### config.mk
export PLATFORM = sky130hd
export DESIGN_NAME = vx_wb_arbiter_flat
export DESIGN_NICKNAME = d
export VERILOG_FILES = /design/src/rtl/vx_wb_arbiter_if.sv /design/src/rtl/vx_wb_arbiter.sv /design/src/flat_wrapper.sv
export SDC_FILE = /design/constraint.sdc
export NUM_CORES = 1
export LEC_CHECK = 0
export CAP_MARGIN = 0
export CORE_AREA = 2 2 144 146
export CTS_CLUSTER_SIZE = 12
export DETAILED_ROUTE_END_ITERATION = 16
export DIE_AREA = 0 0 146 148
export PLACE_DENSITY_LB_ADDON = 0.25
export SLEW_MARGIN = 0
export SYNTH_ARGS = -nofsm -noshare
export SYNTH_HDL_FRONTEND = slang
export SYNTH_SLANG_ARGS = --single-unit
### constraint.sdc
create_clock -name clk -period 4.1 [get_ports clk]
set_input_delay 1.23 -clock clk [delete_from_list [all_inputs] [get_ports clk]]
set_output_delay 1.23 -clock clk [all_outputs]
set_load 0.01 [all_outputs]
### src/rtl/vx_wb_arbiter_if.sv
// Commit-stream bundle between the execute units (sources) and the writeback arbiter.
// The arbiter is the slave; the out_* side is the ack-free writeback stream it produces.
interface vx_wb_arbiter_if #(
  parameter int NUM_INPUTS = 4,
  parameter int DATAW      = 64
);
  localparam int SRC_W = (NUM_INPUTS > 1) ? $clog2(NUM_INPUTS) : 1;

  logic [NUM_INPUTS-1:0]       in_valid;
  logic [NUM_INPUTS*DATAW-1:0] in_data;
  logic [NUM_INPUTS-1:0]       in_sop;
  logic [NUM_INPUTS-1:0]       in_eop;
  logic [NUM_INPUTS-1:0]       in_ready;
  logic                        out_valid;
  logic [DATAW-1:0]            out_data;
  logic                        out_sop;
  logic                        out_eop;
  logic [SRC_W-1:0]            out_src;

  modport master (
    output in_valid, in_data, in_sop, in_eop,
    input  in_ready, out_valid, out_data, out_sop, out_eop, out_src
  );

  modport slave (
    input  in_valid, in_data, in_sop, in_eop,
    output in_ready, out_valid, out_data, out_sop, out_eop, out_src
  );
endinterface

### src/rtl/vx_wb_arbiter.sv
// Packet-aware round-robin merge of execute-unit commit streams into one registered,
// ack-free writeback stream, with a saturating conflict counter.
//
//   state    | meaning
//   UNLOCKED | between packets; round-robin scan from rr_ptr picks the grant
//   LOCKED   | mid-packet; only lock_idx may be granted, everyone else stalls
module vx_wb_arbiter #(
  parameter int NUM_INPUTS = 4,
  parameter int DATAW      = 64,
  parameter int PERF_W     = 32
) (
  input  logic              clk,
  input  logic              reset,
  vx_wb_arbiter_if.slave    bus,
  output logic [PERF_W-1:0] perf_conflicts
);
  localparam int SRC_W = (NUM_INPUTS > 1) ? $clog2(NUM_INPUTS) : 1;

  typedef enum logic {UNLOCKED = 1'b0, LOCKED = 1'b1} state_t;

  state_t                state, state_nxt;
  logic [SRC_W-1:0]      lock_idx, lock_nxt;
  logic [SRC_W-1:0]      rr_ptr, rr_nxt;
  logic [SRC_W-1:0]      grant_idx, cand;
  logic                  grant_vld;
  logic [NUM_INPUTS-1:0] grant_oh;
  logic                  conflict;

  logic                  out_valid_q;
  logic [DATAW-1:0]      out_data_q;
  logic                  out_sop_q;
  logic                  out_eop_q;
  logic [SRC_W-1:0]      out_src_q;

  always_comb begin
    state_nxt = state;
    lock_nxt  = lock_idx;
    rr_nxt    = rr_ptr;
    grant_vld = 1'b0;
    grant_idx = '0;
    cand      = '0;
    grant_oh  = '0;

    if (state == LOCKED) begin
      grant_vld = bus.in_valid[lock_idx];
      grant_idx = lock_idx;
    end else begin
      // Scan from the far end so the candidate closest to rr_ptr is written last.
      for (int k = NUM_INPUTS - 1; k >= 0; k--) begin
        cand = SRC_W'((int'(rr_ptr) + k) % NUM_INPUTS);
        if (bus.in_valid[cand]) begin
          grant_vld = 1'b1;
          grant_idx = cand;
        end
      end
    end

    if (grant_vld) begin
      grant_oh = NUM_INPUTS'(1) << grant_idx;
      if (bus.in_eop[grant_idx]) begin
        state_nxt = UNLOCKED;
        rr_nxt    = SRC_W'((int'(grant_idx) + 1) % NUM_INPUTS);
      end else begin
        state_nxt = LOCKED;
        lock_nxt  = grant_idx;
      end
    end
  end

  assign conflict      = |(bus.in_valid & ~grant_oh);
  assign bus.in_ready  = grant_oh;
  assign bus.out_valid = out_valid_q;
  assign bus.out_data  = out_data_q;
  assign bus.out_sop   = out_sop_q;
  assign bus.out_eop   = out_eop_q;
  assign bus.out_src   = out_src_q;

  always_ff @(posedge clk or posedge reset) begin
    if (reset) begin
      state          <= UNLOCKED;
      lock_idx       <= '0;
      rr_ptr         <= '0;
      out_valid_q    <= 1'b0;
      out_data_q     <= '0;
      out_sop_q      <= 1'b0;
      out_eop_q      <= 1'b0;
      out_src_q      <= '0;
      perf_conflicts <= '0;
    end else begin
      state       <= state_nxt;
      lock_idx    <= lock_nxt;
      rr_ptr      <= rr_nxt;
      out_valid_q <= grant_vld;
      // Payload holds its last value across bubbles.
      if (grant_vld) begin
        out_data_q <= bus.in_data[grant_idx*DATAW +: DATAW];
        out_sop_q  <= bus.in_sop[grant_idx];
        out_eop_q  <= bus.in_eop[grant_idx];
        out_src_q  <= grant_idx;
      end
      if (conflict && !(&perf_conflicts))
        perf_conflicts <= perf_conflicts + 1'b1;
    end
  end
endmodule

### src/flat_wrapper.sv
// flat-port wrapper written by rule: the top's interface ports become plain ports
module vx_wb_arbiter_flat 
#(
  parameter int NUM_INPUTS = 4,
  parameter int DATAW      = 64,
  parameter int PERF_W     = 32
)
  (clk, reset, perf_conflicts, bus_in_valid, bus_in_data, bus_in_sop, bus_in_eop, bus_in_ready, bus_out_valid, bus_out_data, bus_out_sop, bus_out_eop, bus_out_src);
  vx_wb_arbiter_if #(.NUM_INPUTS(NUM_INPUTS), .DATAW(DATAW)) bus_i ();
  input  logic clk;
  input  logic reset;
  output logic [PERF_W-1:0] perf_conflicts;
  input wire logic [$bits(bus_i.in_valid)-1:0] bus_in_valid;
  input wire logic [$bits(bus_i.in_data)-1:0] bus_in_data;
  input wire logic [$bits(bus_i.in_sop)-1:0] bus_in_sop;
  input wire logic [$bits(bus_i.in_eop)-1:0] bus_in_eop;
  output wire logic [$bits(bus_i.in_ready)-1:0] bus_in_ready;
  output wire logic [$bits(bus_i.out_valid)-1:0] bus_out_valid;
  output wire logic [$bits(bus_i.out_data)-1:0] bus_out_data;
  output wire logic [$bits(bus_i.out_sop)-1:0] bus_out_sop;
  output wire logic [$bits(bus_i.out_eop)-1:0] bus_out_eop;
  output wire logic [$bits(bus_i.out_src)-1:0] bus_out_src;
  assign bus_i.in_valid = bus_in_valid;
  assign bus_i.in_data = bus_in_data;
  assign bus_i.in_sop = bus_in_sop;
  assign bus_i.in_eop = bus_in_eop;
  assign bus_in_ready = bus_i.in_ready;
  assign bus_out_valid = bus_i.out_valid;
  assign bus_out_data = bus_i.out_data;
  assign bus_out_sop = bus_i.out_sop;
  assign bus_out_eop = bus_i.out_eop;
  assign bus_out_src = bus_i.out_src;
  vx_wb_arbiter #(.NUM_INPUTS(NUM_INPUTS), .DATAW(DATAW), .PERF_W(PERF_W)) u_core (.clk(clk), .reset(reset), .bus(bus_i), .perf_conflicts(perf_conflicts));
endmodule
**Word-level counts from Yosys, hierarchy flattened**

Cells that the tools add are included.

- $add $sub $neg: 5
- $lt $le $gt $ge: 6
- Shift operators: 2
- Multiplexer cells: 26
- Bitwise gates (word level): 3
- Reduce and logical (&&, ||, !) cells: 6

Operator list:

| cell | number |
|---|---|
| variable part select 256 x 9 -> 64 bit | 1 |
| adder 32 x 1 -> 32 bit, second input constant | 1 |
| AND reduction 32 bit | 1 |
| less-than comparator 2 x 3 -> 1 bit, second input constant | 6 |
| binary-select mux 1 bit (select 2 bit) | 7 |
| 2-to-1 mux 1 bit | 13 |
| 2-to-1 mux 2 bit | 5 |
| adder 2 x 1 -> 2 bit, second input constant | 2 |
| adder 2 bit, second input constant | 2 |
| AND 4 bit | 1 |
| 2-to-1 mux 4 bit | 1 |
| NOT 4 bit | 1 |
| AND reduction 2 bit | 2 |
| OR reduction 4 bit | 1 |
| left shift 1 x 2 -> 4 bit, first input constant | 1 |
| logical AND 1 bit | 1 |
| zero test 1 bit | 1 |
| NOT 1 bit | 1 |

- Flip-flop bits (word level): 106
- Input port bits: 270
- Output and inout bits: 105
- Word-level logic and storage cells: 57

**Logic depth before layout (Yosys ltp)**

- Depth after elaboration: 14
- Depth in mapped cells: 11
- Mapped depth without buffers: 9

**Least setup slack after synthesis**

Ideal clock, no wire load.

- Kind: input to output
- Start point: input port bus_in_valid[3]
- End point: output port bus_in_ready[0]
- Arrival time: 2757 ps
- Data required time: 2870 ps
- Path slack: 113 ps
- Stages: 7
- Buffers on the path: 3
- Path through: buf_6 > a21oi_1 > o41ai_2 > nor2_1 > clkbuf_1 > clkbuf_1 > and2_1

- Word-level cells in the longest chain between the ends: 9
- Elaborated cells on any way between the ends: 22
- Classes of those cells: shift (1); mux (21)

RTL lines:

| element | RTL line | text |
|---|---|---|
| start, declared | flat_wrapper.sv:13 | `input wire logic [$bits(bus_i.in_valid)-1:0] bus_in_valid;` |
| binary-select mux 1 bit (select 2 bit) | vx_wb_arbiter.sv:51 | `if (bus.in_valid[cand]) begin` |
| 2-to-1 mux 1 bit (not written as such) | vx_wb_arbiter.sv:51 |  |
| 2-to-1 mux 2 bit (4 in series) | vx_wb_arbiter.sv:51 |  |
| 2-to-1 mux 2 bit | vx_wb_arbiter.sv:44 | `if (state == LOCKED) begin` |
| left shift 1 x 2 -> 4 bit | vx_wb_arbiter.sv:59 | `grant_oh = NUM_INPUTS'(1) << grant_idx;` |
| 2-to-1 mux 4 bit * | vx_wb_arbiter.sv:58 | `if (grant_vld) begin` |
| end, declared | flat_wrapper.sv:17 | `output wire logic [$bits(bus_i.in_ready)-1:0] bus_in_ready;` |

Mark *: on every way between the ends. The rest lies on a longest branch, timed or not. The select of a mux whose other input is x is not followed.

**Worst setup path in the final report**

- Start point: input port bus_in_valid[0]
- End point: output port bus_in_ready[1]

The elaborated chain is that of the path after synthesis.

==> impl_table.tex <==
\begin{tabular}{lr}
\hline
Metric & Value \\
\hline
\multicolumn{2}{l}{\textbf{Status}} \\
Run status & complete, no violations \\
\multicolumn{2}{l}{\textbf{Place}} \\
Setup WS pre-CTS & -0.4825 ns \\
Hpwl dp & 18.61 mm \\
Port Buffer Count & $\sim$370 \\
Last weighted congestion value of the routability-driven placer & around 0.85 \\
\multicolumn{2}{l}{\textbf{Clocking}} \\
Maximum root-to-sink buffer count & 2 \\
TritonCTS clock tree & built \\
Root cell of the clock tree & clkbuf\_16 \\
Clock edge transition at the registers on the reported setup and hold paths & approximately 0.070 ns \\
Total CTS buffers & 9 \\
Number of H-tree branching levels & 3 \\
CTS Hold Buffers Added & 0 \\
Clock latency on the worst-skew pair & between 0.3 and 0.4 ns \\
TritonCTS sink count & 106 \\
\multicolumn{2}{l}{\textbf{Timing}} \\
Post-Route Hold Slack & 0.4788 ns \\
Achievable frequency & 250.4 MHz \\
Measured slew at the worst slew-check pin & 0.7828 ns \\
Layout Skew & 0.01151 ns \\
Tightest slew margin relative to the limit & 47.81\% \\
Max Slew Vio Count & 0 \\
Post-route minimum period & 3.993 ns \\
Setup violation total in the final timing report & 0 \\
Post-route clock period utilization & 97.39\% \\
RSZ-0062 raised after global routing & false \\
Number of hold-slack violations in the final timing report & 0 \\
Post-route worst setup slack & 0.1071 ns \\
\multicolumn{2}{l}{\textbf{Routing}} \\
Detailed Routing Iterations Pass 1 & 4 \\
Overall routed net length & 23.62 mm \\
Final routed wire length divided by cell count & 17.54 um \\
Number of DRC markers after the initial detailed-route iteration & 264 \\
Overall via count from detail\_route & 6368 \\
Per-cell via count in the routed design & approximately 4.7 \\
Remaining antenna violation count & 0 \\
DRC violation count after routing & 0 \\
\multicolumn{2}{l}{\textbf{Synthesis}} \\
Synth async-reset ratio & 100.0\% \\
Largest cells by area after synthesis & dfrtp\_1, mux2\_2, mux2i\_1 \\
Post-synth design cell area & around 6500 um2 \\
Top-area cell type share of the netlist area & 40.52\% \\
Total of warnings raised by yosys & 0 \\
Cell type with the largest total area after synthesis & dfrtp\_1 \\
Number of flops mapped to enable cells by yosys & 0 \\
Number of standard cells after synthesis & between 700 and 800 \\
Sequential fraction of the synthesis area & 40.52\% \\
Synthesized net count & between 900 and 1000 \\
Main flop type after synthesis & dfrtp\_1 \\
Synthesized area per cell & 9.312 um2 \\
Post-synthesis sequential element count & 106 \\
Distinct cell type count of the synthesized netlist & 44 \\
\multicolumn{2}{l}{\textbf{Cells and area}} \\
Final Core Density & 54.86\% \\
Layout cell share with drive strength beyond 1 & 12.83\% \\
Net count, final & between 1000 and 1500 \\
Number of fill cells & 1880 \\
Area Overhead vs Synth & 67.93\% \\
\multicolumn{2}{l}{\textbf{Global route}} \\
Maximum number of pins on one net before global-route repair & 82 \\
Global route total overflow & 0 \\
Wire length of the first global-routing pass & 35.99 mm \\
All-layer global routing usage & approximately 21\% \\
Initial antenna violation count & 0 \\
Via count of the first global-routing pass & 6400 \\
\multicolumn{2}{l}{\textbf{Floorplanning}} \\
Core area & 20040 um2 \\
Number of cell rows & 52 \\
Initial Utilization & 32.67\% \\
Number of placed I/O pins & 375 \\
Chip width & 146 um \\
Total die area & 21610 um2 \\
Height of the die & 148 um \\
\multicolumn{2}{l}{\textbf{Power}} \\
Leak & $\sim$4.5 nW \\
Power per cell area & 640.3 nW/um2 \\
Worst IR drop on VDD & 577.3 uV \\
Overall power consumption & 7.039 mW \\
\multicolumn{2}{l}{\textbf{Setup path}} \\
Arrival time worst endpoint & 2.76 ns \\
Endpoint type of the worst setup path & primary output \\
Critical path's top delay family & buffers and inverters \\
R2r worst-path depth & 8 \\
CP Depth & 7 \\
Buf/Inv on CP & 3 \\
Ordered list of cells on the worst path & dlygate4sd2\_1, buf\_4, a211o\_1, a211oi\_2, nor2\_4, nor2\_1, clkdlybuf4s15\_2 \\
Maximum net fanout on the critical path & 5 \\
Max incr delay on CP & about 0.32 ns \\
Nature of the critical path startpoint & input pin \\
Library cell contributing the largest single delay on the critical path & a211oi\_2 \\
CP Data Required Time & roughly 2.9 ns \\
Start-to-end type of the worst setup path & input pin to primary output \\
\multicolumn{2}{l}{\textbf{Flow run}} \\
Maxcap violations & 0 \\
\multicolumn{2}{l}{\textbf{Min path}} \\
Hold Path Class & flop to flop \\
Depth of the worst hold-timing path & 2 \\
\hline
\end{tabular}
==> timing repair <==
item,CTS,global route
endpoints found under the setup margin,4,5
resized for setup,21,2
buffers inserted,3,0
pin swaps,1,1
==> cell families after synthesis <==
family / count (synthesis) / share of synthesized area, %
and+or+nand+nor: 220 / 15.39
muxes: 136 / 22.27
adders and majority gates: 1 / 0.1911
xor gates and xnor gates: 32 / 4.281
DFF: 106 / 40.52
buffers and inverters: 57 / 4.339
AOI/OAI and AO/OA: 151 / 13.02
==> synth_stat cells, types with 11 or more instances <==
cell type / n
nand2_1: 79
buf_2: 14
nand4_1: 11
mux2i_1: 68
nand3_1: 18
mux2_2: 67
xnor2_1: 28
a21oi_1: 70
o21ai_0: 68
dfrtp_1: 106
nor2_1: 78
clkbuf_1: 27
==> report_power, final <==
group	switching (mW)	total (mW)	internal, mW
Clock	0.412	0.907	0.495
Sequential	0.263	1.74	1.48
Combinational	2.22	4.39	2.18
==> worst paths after layout <==
path                                                     startpoint                                  end  slack (ns)
worst min register to register  u_core.bus.out_data[51]$_DFFE_PP0P_  u_core.bus.out_data[51]$_DFFE_PP0P_        0.48
worst max-delay path                                bus_in_valid[0]                      bus_in_ready[1]        0.11
worst min-delay path            u_core.bus.out_data[51]$_DFFE_PP0P_  u_core.bus.out_data[51]$_DFFE_PP0P_        0.48
worst max register to register         u_core.rr_ptr[1]$_DFFE_PP0P_  u_core.bus.out_data[45]$_DFFE_PP0P_        1.07
min in group asynchronous                                     reset  u_core.bus.out_data[57]$_DFFE_PP0P_        1.34
max in group asynchronous                                     reset  u_core.bus.out_data[31]$_DFFE_PP0P_        2.01
==> layout make-up <==
cell class / count / area (um2) / area share [%]
diodes: 1 / 2.502 / 0.02276
flip-flops and latches: 106 / 2653 / 24.13
clock buffers: 11 / 242.7 / 2.208
inverters: 5 / 21.27 / 0.1935
multi-input cells: 540 / 3637 / 33.09
repair buffers: 409 / 4036 / 36.72
clock inverters: 5 / 62.56 / 0.5691
well taps: 270 / 337.8 / 3.073
==> metrics by stage <==
stage                     std cells  area (um2)  setup TNS [ns]
final                          1347       10990               0
after detailed placement       1327       10670          -15.00
after CTS                      1346       10980               0
after global routing           1346       10990               0
after global placement         1327       10670          -11.91
after floorplan                 703        6546               0
==> worst min-delay path, delay by kind of cell (launching register included) <==
family / cells / cell delay, ns
AND/OR/NAND/NOR: 1 / 0.04
AO/OA/AOI/OAI: 1 / 0.06
flip-flops: 1 / 0.34
==> placed cells by master (no fill, tap or decap), types with 2 or more instances in the layout <==
cell / netlist / routed
nand4_1: 11 / 11
clkinvlp_4: 0 / 2
mux2_2: 67 / 67
and3_1: 9 / 9
nand3_1: 18 / 18
nand2b_1: 3 / 3
buf_6: 3 / 2
o21ai_0: 68 / 68
clkdlybuf4s50_1: 0 / 366
buf_12: 0 / 3
dfrtp_1: 106 / 106
buf_4: 8 / 30
o31ai_4: 2 / 3
nand2_1: 79 / 79
xor2_1: 4 / 4
a21oi_1: 70 / 70
buf_2: 14 / 3
and4_1: 6 / 6
nand3b_1: 3 / 3
mux2i_1: 68 / 68
inv_1: 4 / 3
nor2_1: 78 / 77
clkbuf_16: 0 / 9
and2_1: 4 / 4
xnor2_1: 28 / 28
dlygate4sd2_1: 0 / 3
==> flip-flops by register name, summed over array words and instances (netlist names) <==
| register | count |
|---|---|
| u_core.bus.out_data | 64 |
| u_core.bus.out_eop | 1 |
| u_core.bus.out_sop | 1 |
| u_core.bus.out_src | 2 |
| u_core.bus.out_valid | 1 |
| u_core.lock_idx | 2 |
| u_core.perf_conflicts | 32 |
| u_core.rr_ptr | 2 |
| u_core.state | 1 |
==> per-layer routing <==
layer | up-vias | track usage (%) | routed length (um) | share of wire [%]
met5 | - | 0 | 0 | 0
met4 | 0 | 6.019 | 495 | 2.1
met3 | 32 | 5.062 | 1308 | 5.5
met2 | 211 | 38.70 | 12230 | 52
met1 | 2927 | 25.65 | 9586 | 41
li1 | 3198 | - | - | -
Power figures use the tool's default switching activity.
